<file path="src/rtl/syscall_pkg.sv">
//------------------------------------------------------------------------------
// Module   : syscall_pkg
// Purpose  : Shared syscall codes and FSM state encoding for the syscall unit.
// Revision : 1.0 - initial release
//------------------------------------------------------------------------------
`default_nettype none

package syscall_pkg;

    localparam int SYS_PRINT_INT  = 1;
    localparam int SYS_EXIT       = 10;
    localparam int SYS_PRINT_CHAR = 11;
    localparam int SYS_EXIT2      = 17;
    localparam int SYS_TIME       = 30;

    typedef enum logic [1:0] {
        IDLE   = 2'd0,
        DRAIN  = 2'd1,
        HALTED = 2'd2
    } state_t;

endpackage : syscall_pkg

`default_nettype wire

</file>
<file path="src/rtl/syscall_char_fifo.sv">
//------------------------------------------------------------------------------
// Module   : syscall_char_fifo
// Purpose  : Power-of-two circular character FIFO with occupancy counter.
// Revision : 1.0 - initial release
//------------------------------------------------------------------------------
`default_nettype none

module syscall_char_fifo #(
    parameter int DEPTH = 8,
    parameter int W     = 8
) (
    input  logic         clk,
    input  logic         rst_n,
    input  logic         push,
    input  logic [W-1:0] din,
    input  logic         pop,
    output logic [W-1:0] dout,
    output logic         full,
    output logic         empty
);

    localparam int AW = $clog2(DEPTH);

    logic [W-1:0]  r_mem [DEPTH];
    logic [AW-1:0] r_wr_ptr;
    logic [AW-1:0] r_rd_ptr;
    logic [AW:0]   r_count;
    logic          w_push;
    logic          w_pop;

    assign full   = (r_count == (AW+1)'(DEPTH));
    assign empty  = (r_count == '0);
    assign w_push = push && !full;
    assign w_pop  = pop && !empty;
    assign dout   = r_mem[r_rd_ptr];

    // Pointers are exactly AW bits wide, so they wrap modulo DEPTH for free.
    always_ff @(posedge clk or negedge rst_n) begin
        if (!rst_n) begin
            r_wr_ptr <= '0;
            r_rd_ptr <= '0;
            r_count  <= '0;
        end else begin
            if (w_push) r_wr_ptr <= r_wr_ptr + 1'b1;
            if (w_pop)  r_rd_ptr <= r_rd_ptr + 1'b1;
            if (w_push && !w_pop)      r_count <= r_count + 1'b1;
            else if (w_pop && !w_push) r_count <= r_count - 1'b1;
        end
    end

    always_ff @(posedge clk) begin
        if (w_push) r_mem[r_wr_ptr] <= din;
    end

endmodule : syscall_char_fifo

`default_nettype wire

</file>
<file path="src/rtl/syscall_unit.sv">
//------------------------------------------------------------------------------
// Module   : syscall_unit
// Purpose  : Syscall decode/service: print-int, buffered print-char, exit, time.
// Revision : 1.0 - initial release
//------------------------------------------------------------------------------
`default_nettype none

module syscall_unit
    import syscall_pkg::*;
#(
    parameter int DATA_W     = 32,
    parameter int CODE_W     = 8,
    parameter int FIFO_DEPTH = 8
) (
    input  logic              clk,
    input  logic              rst_n,
    input  logic              enable,
    input  logic [CODE_W-1:0] v0,
    input  logic [DATA_W-1:0] a0,
    output logic              stall,
    output logic              halt,
    output logic [DATA_W-1:0] exit_code,
    output logic [DATA_W-1:0] hex_out,
    output logic [DATA_W-1:0] rd_data,
    output logic              rd_we,
    output logic              char_valid,
    output logic [7:0]        char_data,
    input  logic              char_ready,
    output logic              bad_code
);

    localparam logic [CODE_W-1:0] c_print_int  = CODE_W'(SYS_PRINT_INT);
    localparam logic [CODE_W-1:0] c_exit       = CODE_W'(SYS_EXIT);
    localparam logic [CODE_W-1:0] c_print_char = CODE_W'(SYS_PRINT_CHAR);
    localparam logic [CODE_W-1:0] c_exit2      = CODE_W'(SYS_EXIT2);
    localparam logic [CODE_W-1:0] c_time       = CODE_W'(SYS_TIME);

    state_t            r_state;
    logic [DATA_W-1:0] r_cycle_cnt;
    logic [DATA_W-1:0] r_hex;
    logic [DATA_W-1:0] r_exit_code;
    logic              r_halt;
    logic              r_bad_code;
    logic              w_fifo_full;
    logic              w_fifo_empty;
    logic              w_commit;
    logic              w_push;
    logic              w_pop;

    // A full FIFO stalls print-char even if the head pops this cycle.
    always_comb begin
        stall = 1'b1;
        if (r_state == IDLE)
            stall = enable && (v0 == c_print_char) && w_fifo_full;
    end

    assign w_commit   = enable && !stall && (r_state == IDLE);
    assign w_push     = w_commit && (v0 == c_print_char);
    assign w_pop      = char_valid && char_ready;
    assign char_valid = !w_fifo_empty;
    assign rd_we      = w_commit && (v0 == c_time);
    assign rd_data    = rd_we ? r_cycle_cnt : '0;
    assign halt       = r_halt;
    assign hex_out    = r_hex;
    assign exit_code  = r_exit_code;
    assign bad_code   = r_bad_code;

    syscall_char_fifo #(
        .DEPTH (FIFO_DEPTH),
        .W     (8)
    ) u_char_fifo (
        .clk   (clk),
        .rst_n (rst_n),
        .push  (w_push),
        .din   (a0[7:0]),
        .pop   (w_pop),
        .dout  (char_data),
        .full  (w_fifo_full),
        .empty (w_fifo_empty)
    );

    always_ff @(posedge clk or negedge rst_n) begin
        if (!rst_n) begin
            r_state     <= IDLE;
            r_cycle_cnt <= '0;
            r_hex       <= '0;
            r_exit_code <= '0;
            r_halt      <= 1'b0;
            r_bad_code  <= 1'b0;
        end else begin
            if (!r_halt) r_cycle_cnt <= r_cycle_cnt + 1'b1;
            case (r_state)
                IDLE: begin
                    if (w_commit) begin
                        case (v0)
                            c_print_int:  r_hex <= a0;
                            c_exit: begin
                                r_exit_code <= '0;
                                r_state     <= DRAIN;
                            end
                            c_exit2: begin
                                r_exit_code <= a0;
                                r_state     <= DRAIN;
                            end
                            c_print_char, c_time: ;
                            default:      r_bad_code <= 1'b1;
                        endcase
                    end
                end
                DRAIN: begin
                    if (w_fifo_empty) begin
                        r_state <= HALTED;
                        r_halt  <= 1'b1;
                    end
                end
                HALTED:  r_state <= HALTED;
                default: r_state <= IDLE;
            endcase
        end
    end

endmodule : syscall_unit

`default_nettype wire

</file>
<file path="config.mk">
export PLATFORM = sky130hd
export DESIGN_NAME = syscall_unit
export DESIGN_NICKNAME = d
export VERILOG_FILES = /design/src/rtl/syscall_pkg.sv /design/src/rtl/syscall_char_fifo.sv /design/src/rtl/syscall_unit.sv
export SDC_FILE = /design/constraint.sdc
export NUM_CORES = 1
export LEC_CHECK = 0
export CORE_ASPECT_RATIO = 1.1
export CORE_MARGIN = 10
export CORE_UTILIZATION = 55
export CTS_BUF_LIST = sky130_fd_sc_hd__clkbuf_16
export DETAILED_ROUTE_END_ITERATION = 8
export HOLD_SLACK_MARGIN = 0.06
export MAX_ROUTING_LAYER = met4
export PLACE_DENSITY_LB_ADDON = 0.1
export SLEW_MARGIN = 15
export SYNTH_ARGS = -nofsm -noshare
export SYNTH_HDL_FRONTEND = slang
export SYNTH_SLANG_ARGS = --single-unit
</file>
<file path="constraint.sdc">
create_clock -name clk -period 7.8 [get_ports clk]
set_input_delay 1.95 -clock clk [delete_from_list [all_inputs] [get_ports clk]]
set_output_delay 1.95 -clock clk [all_outputs]
set_load 0.05 [all_outputs]
</file>
-- Word-level counts from Yosys, hierarchy flattened
Memory sizes are Yosys's and may differ from the RTL's.
Index checks and enable logic that the tools add are counted.
- bitwise operators: 1
- order comparisons: 0
- multiply operators: 0
- multiplexer cells: 11
- equality and inequality tests: 11
- add/subtract/negate cells: 5
- divide/modulo/power cells: 0
- shifts and indexed selects: 0
- reduce and logical (&&, ||, !) cells: 27
- operator list (cell ; count):
    one-hot mux 32 bit (2 select lines) ; 1
    adder 32 x 1 -> 32 bit, second input constant ; 1
    2-to-1 mux 32 bit ; 1
    == test 8 x 4 -> 1 bit, second input constant ; 2
    == test 8 x 5 -> 1 bit, second input constant ; 2
    AND reduction 3 bit ; 4
    logical AND 1 bit ; 11
    == test 8 x 1 -> 1 bit, second input constant ; 1
    2-to-1 mux 4 bit ; 2
    adder 3 x 1 -> 3 bit, second input constant ; 2
    2-to-1 mux 2 bit ; 3
    one-hot mux 2 bit (3 select lines) ; 1
    logical NOT 1 bit ; 5
    OR reduction 5 bit ; 1
    adder 4 x 1 -> 4 bit, second input constant ; 1
    == test 4 bit, second input constant ; 1
    logical NOT 4 bit ; 1
    inequality test 2 bit, second input constant ; 2
    nonzero test 2 bit ; 2
    subtractor 4 x 1 -> 4 bit, second input constant ; 1
    2-to-1 mux 1 bit ; 3
    == test 2 x 1 -> 1 bit, second input constant ; 1
    == test 2 bit, second input constant ; 1
    logical NOT 2 bit ; 1
    4 further kinds ; 4
- output and inout port bits: 109
- bits in latches: 0
- flip-flop bits (word level): 110
- memories kept: 1
- bits of input ports: 44
- memory bits (writable): 64
- bits in read-only memories: 0
- memories (name ; words ; bits a word ; rd ports ; clocked after Yosys merged registers in ; wr ports ; line ; RTL):
    u_char_fifo.r_mem ; 8 ; 8 ; 1 ; 0 ; 1 ; syscall_char_fifo.sv:24 ; logic [W-1:0] r_mem [DEPTH];

-- Longest topological paths before layout
Gate-level depths: netlist of run 1.
- depth after elaboration: 13
- gate-level depth with buffers: 12
- gate-level depth less buffers: 12

-- Hierarchy
A second synthesis of run 1 with hierarchy kept.
- cells, all modules: 489
- area, all modules: 7439.6 µm²
- modules (own cells, without submodules) (module ; sequential area each (µm²) ; times used ; area each (µm²) ; cells each):
    syscall_unit ; 2502.4 ; 1 ; 4306.6 ; 332
    syscall_char_fifo ; 2172.1 ; 1 ; 3133.0 ; 157

-- Worst setup path after synthesis of run 1
Ideal clock, no wire load.
- path kind: in2out
- start point: input port v0[5]
- end point: output port rd_data[22]
- arrival: 3.837 ns
- path slack: 2.013 ns
- cell stages on the path: 5
- buffers on the path: 1
- cell sequence: nor3_1 nand4_1 nor4_1 clkbuf_1 and2_1
- cells in the longest elaborated chain, start to end: 9
- RTL lines (item ; line ; RTL):
    from (decl) ; syscall_unit.sv:18 ; input logic [CODE_W-1:0] v0,
    == test 8 x 4 -> 1 bit ; syscall_unit.sv:54 ; stall = enable && (v0 == c_print_char) && w_fifo_full;
    logical AND 1 bit (2 in series) ; syscall_unit.sv:54 ;
    2-to-1 mux 1 bit ; syscall_unit.sv:53 ; if (r_state == IDLE)
    logical NOT 1 bit ; syscall_unit.sv:57 ; assign w_commit = enable && !stall && (r_state == IDLE);
    logical AND 1 bit (2 in series) ; syscall_unit.sv:57 ;
    logical AND 1 bit (*) ; syscall_unit.sv:61 ; assign rd_we = w_commit && (v0 == c_time);
    named net rd_we ; syscall_unit.sv:25 ; output logic rd_we,
    2-to-1 mux 32 bit (*) ; syscall_unit.sv:62 ; assign rd_data = rd_we ? r_cycle_cnt : '0;
    to (decl) ; syscall_unit.sv:24 ; output logic [DATA_W-1:0] rd_data,
The timed path passes the listed nets; every way through them passes the cells marked *.

-- Worst setup path after layout of run 1
- start point: input port v0[5]
- end point: output port rd_data[7]
- cells in the longest elaborated chain, start to end: 9
- RTL lines (item ; line):
    == test 8 x 4 -> 1 bit ; syscall_unit.sv:54
    logical AND 1 bit (2 in series) ; syscall_unit.sv:54
    2-to-1 mux 1 bit ; syscall_unit.sv:53
    logical NOT 1 bit ; syscall_unit.sv:57
    logical AND 1 bit (2 in series) ; syscall_unit.sv:57
    logical AND 1 bit (*) ; syscall_unit.sv:61
    2-to-1 mux 32 bit (*) ; syscall_unit.sv:62
Every way passes the cells marked *; elsewhere a longest branch is shown, timed or not.

==> results of run 1 <==
-- registers in the layout, summed over array words and instances (netlist names) --
| name | cells |
|---|---|
| u_char_fifo.r_mem | 64 |
| r_cycle_cnt | 32 |
| u_char_fifo.r_rd_ptr | 3 |
| hex_out | 32 |
| bad_code | 1 |
| r_state | 2 |
| u_char_fifo.r_wr_ptr | 3 |
| u_char_fifo.r_count | 4 |
| halt | 1 |
| exit_code | 32 |
-- worst max-delay path, stage by stage --
cell	delay, ns
clkdlybuf4s50_1	0.42
nor3_1	0.30
nand4_1	0.20
nor4_2	0.17
buf_4	0.30
and2_1	0.18
clkdlybuf4s50_1	0.81
-- layout by cell type (no fill, tap or decap), drive strengths merged, types with 2 or more instances in the layout --
| cell type | instances |
|---|---|
| nor3 | 6 |
| xnor2 | 27 |
| nand3 | 12 |
| or4 | 2 |
| and4 | 4 |
| clkinvlp | 3 |
| or3 | 2 |
| buf | 9 |
| a22o | 32 |
| clkbuf | 17 |
| dfrtp | 110 |
| mux4 | 16 |
| mux2 | 46 |
| and3 | 4 |
| a21o | 2 |
| nor4b | 2 |
| nor4 | 8 |
| xor2 | 11 |
| inv | 20 |
| nand2 | 16 |
| a21oi | 3 |
| clkdlybuf4s50 | 151 |
| edfxtp | 64 |
| ha | 9 |
| o21ai | 2 |
| nand2b | 4 |
| nand4 | 10 |
| nor2 | 15 |
| nand3b | 3 |
| and2 | 33 |
| nand4bb | 2 |
-- logic make-up (layout without fill, tap and decap cells) --
family / Yosys count / after routing
AOI/OAI and AO/OA: 42 / 42
xor gates and xnor gates: 38 / 38
adders and majority gates: 10 / 10
buffers and inverters: 28 / 200
DFF: 174 / 174
muxes: 63 / 63
and+or+nand+nor: 126 / 126
-- Yosys cell counts, types with 2 or more instances --
library cell | count | share of area, %
nor4_1 | 3 | 0.26
mux4_2 | 16 | 4.9
nand2_1 | 16 | 0.82
buf_1 | 2 | 0.10
a21o_1 | 2 | 0.21
mux2_2 | 45 | 6.9
and4_2 | 2 | 0.27
inv_1 | 8 | 0.41
clkbuf_1 | 12 | 0.62
and2_1 | 32 | 2.7
o21ai_0 | 2 | 0.14
nand4bb_1 | 2 | 0.31
and4_1 | 2 | 0.24
nor3_1 | 6 | 0.41
ha_1 | 9 | 1.5
xor2_1 | 11 | 1.3
buf_2 | 5 | 0.34
nor4b_1 | 2 | 0.24
a22o_1 | 32 | 3.8
nor4_4 | 3 | 0.87
nand4_1 | 9 | 0.77
edfxtp_1 | 64 | 26
dfrtp_1 | 110 | 38
xnor2_1 | 27 | 3.2
a21oi_1 | 3 | 0.21
nand3_1 | 11 | 0.75
nor2_1 | 15 | 0.77
nand3b_1 | 3 | 0.31
and3_1 | 4 | 0.34
nor4_2 | 2 | 0.34
nand2b_1 | 4 | 0.34
-- per-layer routing --
layer	vias up	global-route usage [%]
li1	2107	-
met1	2354	23.2
met2	134	30.6
met3	19	6.68
met4	0	6.34
met5	-	-
-- through the flow --
stage	instances	setup slack [ns]
after floorplan	481	2.01
after global placement	782	1.55
after detailed placement	782	1.54
after CTS	814	1.53
after global routing	814	1.31
final	814	1.51
-- power groups by stage --
stage | registers [mW] | logic, mW | clock network [mW]
4_1_cts | 1.10 | 0.686 | 0.822
5_1_grt | 1.12 | 0.719 | 0.866
3_5_place_dp | 1.12 | 0.684 | 0
3_3_place_gp | 1.12 | 0.665 | 0
6_report | 1.10 | 0.674 | 0.812
2_1_floorplan | 1.14 | 0.440 | 0
-- worst paths after layout --
check | end | slack, ns | cells after the start
setup / recovery | rd_data[7] | 1.51 | 7
hold / removal | r_cycle_cnt[31]$_DFFE_PN0N_ | 0.47 | 1
setup reg to reg | u_char_fifo.r_count[3]$_DFFE_PN0P_ | 4.90 | 10
hold reg to reg | r_cycle_cnt[31]$_DFFE_PN0N_ | 0.47 | 1
max in group asynchronous | hex_out[5]$_DFFE_PN0P_ | 4.99 | 2
min in group asynchronous | exit_code[7]$_DFFE_PN0P_ | 1.51 | 1
-- area by class of cell --
class,count,area (um2)
Clock buffer,17,425
Clock inverter,15,140
Fill cell,884,3520
Inverter,8,30.0
Multi-Input combinational cell,279,2530
Sequential cell,174,4670
Tap cell,161,201
Timing Repair Buffer,160,1580
==> summary.md, run 1 <==
| Metric | Value |
|---|---|
| Met3 wire len | `1.04 mm` |
| Sequential Power Share | `42.6%` |
| # clock sinks | `174` |
| Final setup viols | `0` |
| Post-synthesis mux area share | `12.1%` |
| Core Rows | `44` |
| Largest family of logic cells by synthesized area | `multiplexers` |
| Global-route wire length before repair | `26.7 mm` |
| Top routing layer in use | `met4` |
| Worst setup EP type | `output pin` |
| Sw Share | `32.8%` |
| RSZ-0062 raised after global routing | `no` |
| Synth Cell Area | `0.00731 mm2` |
| Max Slew Vio Count | `0` |
| Setup Fix Bufs, Post-CTS | `0` |
| Remaining DRCs | `0` |
| Post-synthesis async set-or-reset flop share | `63.2%` |
| Top FF cell, synth | `dfrtp_1` |
| TritonRoute pass-1 iters | `4` |
| Pwr/cell area | `270 mW/mm2` |
| Worst hold path type | `reg -> reg` |
| Synth Area in Adders | `1.81%` |
| Final min period | `6.29 ns` |
| Logic pwr share | `26.0%` |
| Die ar. | `0.0183 mm2` |
| Synth Warn # | `0` |
| CTS buffer count | `17` |
| Metal1 wirelength | `7.14 mm` |
| Final Hold Vio Count | `0` |
| WL final | `17.0 mm` |
| Hold Path Origin | `r_cycle_cnt[31]$_DFFE_PN0N_` |
| CP Launch Type | `input port` |
| Power Internal | `1.74 mW` |
| Post-CTS resize count | `0` |
| Avg WL per Cell | `20.9 um` |
| DP HPWL | `11.9 mm` |
| Leakage | `3.92 nW` |
| Max-cap violations | `0` |
| Worst EP arrival | `4.34 ns` |
| Met2 WL | `8.53 mm` |
| Final cycle utilization of the critical path | `80.6%` |
| Mean Syn Cell Area | `15.2 um2` |
| Fin Hold WS | `0.468 ns` |
| Area growth syn-to-layout | `31.0%` |
| Clk Tree Root Cell | `clkbuf_16` |
| Layout Cell Area excl Fill | `0.00958 mm2` |
| Maximum vdd drop | `0.000151 V` |
| Syn_nets | `535` |
| Overflow left after global routing | `0` |
| Seq/Total Area, Yosys | `63.9%` |
| All-layer global routing usage | `19.5%` |
| Num ports | `153` |
| Inserted Diodes | `0` |
| Setup TNS | `0 ns` |
| Post-synth EDFFs | `64` |
| Mean number of vias per cell | `5.67` |
| Reg2reg start | `u_char_fifo.r_count[0]$_DFFE_PN0P_` |
| Outcome | `complete, no violations` |
| Clock share of power | `31.3%` |
| Die W | `130 um` |
| Fmax | `159 MHz` |
| Netlist cell types | `48` |
| Routed via count | `4614` |
| Number of antenna violations at the first check in global routing | `0` |
| Worst EP required | `5.85 ns` |
| Rel. slew slack | `41.4%` |
| CTS max path bufs | `2` |
| Xor-xnor portion of the synthesized cell area | `4.55%` |
| Worst Max-Slew Pin Slew | `0.876 ns` |
| Yosys reg bits | `174` |
| Largest net degree at the start of global routing | `72` |
| Clock Pin Slew Worst Setup and Hold Paths | `0.07 ns` |
| Share of cells above drive strength 1 | `18.1%` |
| CP startpoint | `v0[5]` |
| Final GP Congestion | `0.815` |
| Synth Area in Compound Gates | `4.74%` |
| Detail Route Antenna Nets | `0` |
| Final net count | `694` |
| Initial Utilization | `55.8%` |
| H-tree levels | `4` |
| Top fanout value on the critical path | `33` |
| Hold_buf cts | `0` |
| Iter 0 DRT Violations | `219` |
| Total power | `2.59 mW` |
| Worst Skew | `0.0103 ns` |
| Instance count of the mapped netlist | `481` |
| End-of-flow core utilization | `73.1%` |
| Worst Setup Path Type | `in -> out` |
| Psw | `851 uW` |
| Port-buffer cells | `152` |
| Vias in the first global route | `4848` |
| Post-place instance area | `0.00901 mm2` |
| Die Y | `141 um` |
| Core area | `0.0131 mm2` |
| Simple-Gate Fraction of Synth Area | `11.2%` |
| CTS tree | `done` |
| Worst-skew pair later-pin latency | `0.43 ns` |
(Power assumes the default switching activity.)
==> inputs of run 2 (changes only) <==
--- a/config.mk
+++ b/config.mk
@@ -7,7 +7,7 @@
 export LEC_CHECK = 0
 export CORE_ASPECT_RATIO = 1.1
 export CORE_MARGIN = 10
-export CORE_UTILIZATION = 55
+export CORE_UTILIZATION = 51
 export CTS_BUF_LIST = sky130_fd_sc_hd__clkbuf_16
 export DETAILED_ROUTE_END_ITERATION = 8
 export HOLD_SLACK_MARGIN = 0.06
==> constraint.sdc (replaced) <==
create_clock -name clk -period 6.4 [get_ports clk]
set_input_delay 1.6 -clock clk [delete_from_list [all_inputs] [get_ports clk]]
set_output_delay 1.6 -clock clk [all_outputs]
set_load 0.05 [all_outputs]
==> run 2 against run 1 <==
Net effect:
- sequential share of layout area fell by 0.20 points
- global-route usage fell by 1.0 points
- via count fell by 1.1%
- largest power group unchanged
- clock skew fell by 0.00072 ns
- clock-buffer cell count rose by 1
==> summary.md, run 2 (synthesis results as in run 1) <==
| Metric | Value |
|---|---|
| Outcome | `complete, no violations` |
| Worst-skew pair later-pin latency | `0.43 ns (about the same)` |
| Max reg flops | `64 (unchanged)` |
| Worst Skew | `0.00956 ns (-0.000725 ns)` |
| Fmax | `180 MHz` |
| Mean number of vias per cell | `5.44 (-4.0%)` |
| CTS buffer count | `17 (unchanged)` |
| Max Slew Vio Count | `0 (unchanged)` |
| Worst Setup Path Type | `in -> out` |
| Global-route wire length before repair | `27.3 mm (+2.3%)` |
| Remaining DRCs | `0 (unchanged)` |
| Most used cell, CP | `clkdlybuf4s50_1` |
| H-tree levels | `4 (unchanged)` |
| RSZ-0062 raised after global routing | `no` |
| Setup TNS | `0 ns (unchanged)` |
| Worst setup EP type | `output pin` |
| Leakage | `3.93 nW (+0.22%)` |
| Final setup viols | `0 (unchanged)` |
| Port-buffer cells | `152 (unchanged)` |
| Inserted Diodes | `0 (unchanged)` |
| Die ar. | `0.0195 mm2 (+6.7%)` |
| Slowest cell on crit path | `clkdlybuf4s50_1` |
| Setup Fix Bufs, Post-CTS | `0 (unchanged)` |
| Clock Pin Slew Worst Setup and Hold Paths | `0.06 ns (about the same)` |
| All-layer global routing usage | `18.5% (-1.0 points)` |
| Most frequent cells in the layout | `151 x clkdlybuf4s50_1, 110 x dfrtp_1, 64 x edfxtp_1` |
| Worst Max-Slew Pin Slew | `1.10 ns (+0.220 ns)` |
| CP Launch Type | `input port` |
| Detail Route Antenna Nets | `0 (unchanged)` |
| CTS max path bufs | `2 (unchanged)` |
| Initial Utilization | `52.6% (-3.2 points)` |
| Hold_buf cts | `0 (unchanged)` |
| Max-cap violations | `0 (unchanged)` |
| Worst path bufs/invs | `3 (unchanged)` |
| Vias in the first global route | `4870 (+0.45%)` |
| Largest net degree at the start of global routing | `65 (-9.7%)` |
| Clk Tree Root Cell | `clkbuf_16` |
| WL final | `17.0 mm (+0.28%)` |
| Worst EP arrival | `3.97 ns (-0.37 ns)` |
| CP delay by family, top | `buffers and inverters` |
| Commonest non-fill, non-tap cell in the layout | `clkdlybuf4s50_1` |
| Die W | `134 um (+3.3%)` |
| Worst path cell trace | `clkdlybuf4s50_1 -> nor3_1 -> nand4_1 -> nor4_2 -> buf_4 -> and2_1 -> clkdlybuf4s50_1` |
| Final net count | `691 (-0.43%)` |
| Top fanout value on the critical path | `33 (unchanged)` |
| Routed via count | `4562 (-1.1%)` |
| Final GP Congestion | `0.793 (-2.7%)` |
| Worst hold path type | `reg -> reg` |
| Largest stage delay, worst path | `0.81 ns (about the same)` |
| Core area | `0.0139 mm2 (+6.1%)` |
| Die Y | `146 um (+3.3%)` |
| CTS tree | `done` |
| Area growth syn-to-layout | `31.5%` |
| Iter 0 DRT Violations | `266 (+21%)` |
| Filler-free cell count of the finished design | `838 (+2.9%)` |
| TritonRoute pass-1 iters | `4 (unchanged)` |
| Final cycle utilization of the critical path | `87.0%` |
| DP HPWL | `12.1 mm (+1.8%)` |
| Share of cells above drive strength 1 | `18.0% (-0.070 points)` |
| Rel. slew slack | `26.9% (-14 points)` |
| Avg WL per Cell | `20.3 um (-2.6%)` |
| Top reg by flops | `u_char_fifo.r_mem` |
| Pwr/cell area | `329 mW/mm2 (+22%)` |
| Num ports | `153 (unchanged)` |
| Core Rows | `45 (+2.3%)` |
| Number of antenna violations at the first check in global routing | `0 (unchanged)` |
| Final Hold Vio Count | `0 (unchanged)` |
| Overflow left after global routing | `0 (unchanged)` |
| Post-CTS resize count | `0 (unchanged)` |
| Placed Cells | `806 (+3.1%)` |
| Final min period | `5.57 ns` |
| # clock sinks | `174 (unchanged)` |
| Worst EP required | `4.80 ns (-1.05 ns)` |
| Maximum vdd drop | `0.000167 V (+11%)` |
-- run 2: per-stage QoR --
step	power, mW	worst slack (ns)	hold slack (ns)	area [um2]	utilization, %
after floorplan	1.92	1.31	0.434	7310	-
after detailed placement	2.19	0.815	0.452	9020	64.9
after CTS	3.21	0.802	0.480	9610	69.1
after global placement	2.17	0.841	0.445	9020	64.9
after global routing	3.30	0.639	0.493	9620	69.2
final	3.17	0.830	0.481	9620	69.2
-- run 2: path summary, 6_finish.rpt --
| check | slack, ns | to | cells after the start | startpoint |
|---|---|---|---|---|
| setup / recovery | 0.83 | rd_data[4] | 7 | v0[5] |
| hold / removal | 0.48 | bad_code$_DFFE_PN0P_ | 1 | bad_code$_DFFE_PN0P_ |
| setup reg to reg | 3.54 | u_char_fifo.r_count[3]$_DFFE_PN0P_ | 10 | u_char_fifo.r_count[0]$_DFFE_PN0P_ |
| hold reg to reg | 0.48 | bad_code$_DFFE_PN0P_ | 1 | bad_code$_DFFE_PN0P_ |
| max in group asynchronous | 3.98 | hex_out[5]$_DFFE_PN0P_ | 2 | rst_n |
| min in group asynchronous | 1.17 | hex_out[29]$_DFFE_PN0P_ | 1 | rst_n |
-- run 2: area by class of cell --
class | instances | area (um2)
Tap cell | 188 | 235
Multi-Input combinational cell | 279 | 2540
Fill cell | 998 | 4290
Clock buffer | 18 | 450
Sequential cell | 174 | 4670
Inverter | 8 | 30.0
Timing Repair Buffer | 157 | 1560
Clock inverter | 14 | 134
-- run 2: where the power goes --
group / total, mW / internal, mW / switching [mW]
clock: 1.01 / 0.542 / 0.468
sequential: 1.38 / 1.23 / 0.147
combinational: 0.784 / 0.369 / 0.415
-- run 2: routing by layer --
metal | track usage [%] | wire length [um] | vias up
li1 | - | - | 2100
met1 | 21.1 | 6930 | 2310
met2 | 29.7 | 8750 | 126
met3 | 5.76 | 981 | 26
met4 | 7.14 | 363 | 0
met5 | - | 0 | -
==> inputs of run 3 (changes only) <==
--- a/config.mk
+++ b/config.mk
@@ -6,7 +6,7 @@
 export NUM_CORES = 1
 export LEC_CHECK = 0
 export CORE_ASPECT_RATIO = 1.1
-export CORE_MARGIN = 10
+export CORE_MARGIN = 5
 export CORE_UTILIZATION = 51
 export CTS_BUF_LIST = sky130_fd_sc_hd__clkbuf_16
 export DETAILED_ROUTE_END_ITERATION = 8
==> run 3 against run 2 <==
Net effect:
- first-iteration DRC count grew 4.9%
- die area decreased by 14%
- wire length is 4.3% lower
- highest routed layer unchanged
- final area down 0.12%
==> summary.md, run 3 (synthesis results as in run 1) <==
| Metric | Value |
|---|---|
| Outcome | `complete, no violations` |
| Post-CTS resize count | `0 (unchanged)` |
| Largest net degree at the start of global routing | `63 (-3.1%)` |
| Area growth syn-to-layout | `31.4%` |
| Worst-skew pair later-pin latency | `0.43 ns (about the same)` |
| Final setup viols | `0 (unchanged)` |
| CP Launch Type | `input port` |
| Worst EP required | `4.80 ns (about the same)` |
| Core area | `0.0143 mm2 (+2.6%)` |
| Max Slew Vio Count | `0 (unchanged)` |
| Overflow left after global routing | `0 (unchanged)` |
| CTS buffer count | `17 (unchanged)` |
| Mean number of vias per cell | `5.41 (-0.71%)` |
| Fmax | `179 MHz (about the same)` |
| Most used cell, CP | `clkdlybuf4s50_1` |
| Hold_buf cts | `0 (unchanged)` |
| Die Y | `136 um (-6.9%)` |
| Final GP Congestion | `0.819 (+3.4%)` |
| Worst path cell trace | `clkdlybuf4s50_1 -> nor3_1 -> nand4_1 -> nor4_2 -> buf_4 -> and2_2 -> clkdlybuf4s50_1` |
| RSZ-0062 raised after global routing | `no` |
| Fin Hold WS | `0.479 ns (-0.00299 ns)` |
| Detail Route Antenna Nets | `0 (unchanged)` |
| Worst setup EP type | `output pin` |
| Core Rows | `46 (+2.2%)` |
| Clock Pin Slew Worst Setup and Hold Paths | `0.06 ns (about the same)` |
| Slowest cell on crit path | `clkdlybuf4s50_1` |
| Max-cap violations | `0 (unchanged)` |
| CTS tree | `done` |
| Pwr/cell area | `327 mW/mm2 (-0.69%)` |
| TritonRoute pass-1 iters | `6 (+2)` |
| Number of antenna violations at the first check in global routing | `0 (unchanged)` |
| Top fanout value on the critical path | `33 (unchanged)` |
| Grt met1 use | `25.8% (+4.7 points)` |
| Global-route wire length before repair | `26.1 mm (-4.5%)` |
| Die W | `124 um (-7.5%)` |
| # clock sinks | `174 (unchanged)` |
| WL final | `16.3 mm (-4.3%)` |
| Remaining DRCs | `0 (unchanged)` |
| Gr busiest metal | `met2` |
| DP HPWL | `11.3 mm (-7.0%)` |
| Worst EP arrival | `3.97 ns (about the same)` |
| Global Route met3 Usage | `5.76% (+0.0058 points)` |
| Final min period | `5.57 ns (+0.00210 ns)` |
| M2 GR Usage | `34.0% (+4.3 points)` |
| Initial Utilization | `51.2% (-1.4 points)` |
| Maximum vdd drop | `0.000147 V (-12%)` |
| Die ar. | `0.0168 mm2 (-14%)` |
| Leakage | `3.92 nW (-0.17%)` |
| Worst Max-Slew Pin Slew | `0.891 ns (-0.206 ns)` |
| Routed via count | `4562 (unchanged)` |
| Setup Fix Bufs, Post-CTS | `0 (unchanged)` |
| Largest stage delay, worst path | `0.80 ns (about the same)` |
| H-tree levels | `4 (unchanged)` |
| Vias in the first global route | `4844 (-0.53%)` |
| Commonest non-fill, non-tap cell in the layout | `clkdlybuf4s50_1` |
| Inserted Diodes | `0 (unchanged)` |
| Avg WL per Cell | `19.3 um (-5.0%)` |
| Num ports | `153 (unchanged)` |
| CP delay by family, top | `buffers and inverters` |
| Iter 0 DRT Violations | `279 (+4.9%)` |
| Most frequent cells in the layout | `151 x clkdlybuf4s50_1, 109 x dfrtp_1, 64 x edfxtp_1` |
| Port-buffer cells | `152 (unchanged)` |
| Final cycle utilization of the critical path | `87.1% (about the same)` |
| Rel. slew slack | `40.4% (+13 points)` |
| Clk Tree Root Cell | `clkbuf_16` |
| All-layer global routing usage | `21.2% (+2.8 points)` |
| Worst hold path type | `reg -> reg` |
| Final Hold Vio Count | `0 (unchanged)` |
| CTS max path bufs | `2 (unchanged)` |
| Worst Skew | `0.00950 ns (-0.0000612 ns)` |
| Final net count | `693 (+0.29%)` |
| Worst path bufs/invs | `3 (unchanged)` |
| Setup TNS | `0 ns (unchanged)` |
| Top reg by flops | `u_char_fifo.r_mem` |
| Share of cells above drive strength 1 | `17.5% (-0.52 points)` |
| Worst Setup Path Type | `in -> out` |
| Max reg flops | `64 (unchanged)` |
run 3: report_power, final:
part / total, mW / switching [mW] / internal (mW) / leakage (nW)
clock network: 0.991 / 0.447 / 0.543 / 0.281
registers: 1.38 / 0.146 / 1.23 / 2.07
logic: 0.777 / 0.409 / 0.367 / 1.58
total: 3.14 / 1.00 / 2.14 / 3.92
run 3: stage by stage:
stage / setup slack (ns) / power, mW / util (%) / cell area, um2 / instances
6_report: 0.828 / 3.14 / 67.3 / 9610 / 844
5_1_grt: 0.675 / 3.28 / 67.3 / 9610 / 844
4_1_cts: 0.814 / 3.18 / 67.3 / 9610 / 844
3_5_place_dp: 0.826 / 2.19 / 63.4 / 9040 / 812
3_3_place_gp: 0.850 / 2.16 / 63.4 / 9040 / 812
2_1_floorplan: 1.31 / 1.92 / - / 7310 / 481
run 3: final timing paths:
check                                              startpoint                            endpoint  slack [ns]  cells past startpoint
setup / recovery                                        v0[5]                          rd_data[2]        0.83                      7
hold / removal                           bad_code$_DFFE_PN0P_                bad_code$_DFFE_PN0P_        0.48                      1
setup reg to reg           u_char_fifo.r_count[0]$_DFFE_PN0P_  u_char_fifo.r_count[3]$_DFFE_PN0P_        3.50                     10
hold reg to reg                          bad_code$_DFFE_PN0P_                bad_code$_DFFE_PN0P_        0.48                      1
max in group asynchronous                               rst_n              hex_out[6]$_DFFE_PN0P_        3.96                      2
min in group asynchronous                               rst_n             hex_out[24]$_DFFE_PN0P_        1.20                      1
run 3: cell type report:
class	count	area, um2
clock buffer	17	425
clock inverter	15	136
fill	1091	4670
inverter	8	30.0
multi-input combinational	279	2530
sequential	174	4680
tap	192	240
timing repair buffer	159	1570
run 3: routing by layer:
| layer | share of wire, % | wire length [um] | vias to the layer above |
|---|---|---|---|
| li1 | - | - | 2100 |
| met1 | 42 | 6780 | 2319 |
| met2 | 51 | 8310 | 119 |
| met3 | 5.2 | 849 | 24 |
| met4 | 2.1 | 346 | 0 |
| met5 | 0 | 0 | - |
run 3: worst register-to-register path: cells and delay by family (launching register included):
family	cells	cell delay [ns]
simple gates	3	1.08
fa+ha+maj	2	0.45
buf+inv	1	0.13
xor+xnor	1	0.13
compound gates	2	0.34
mux	1	0.23
flops	1	0.45
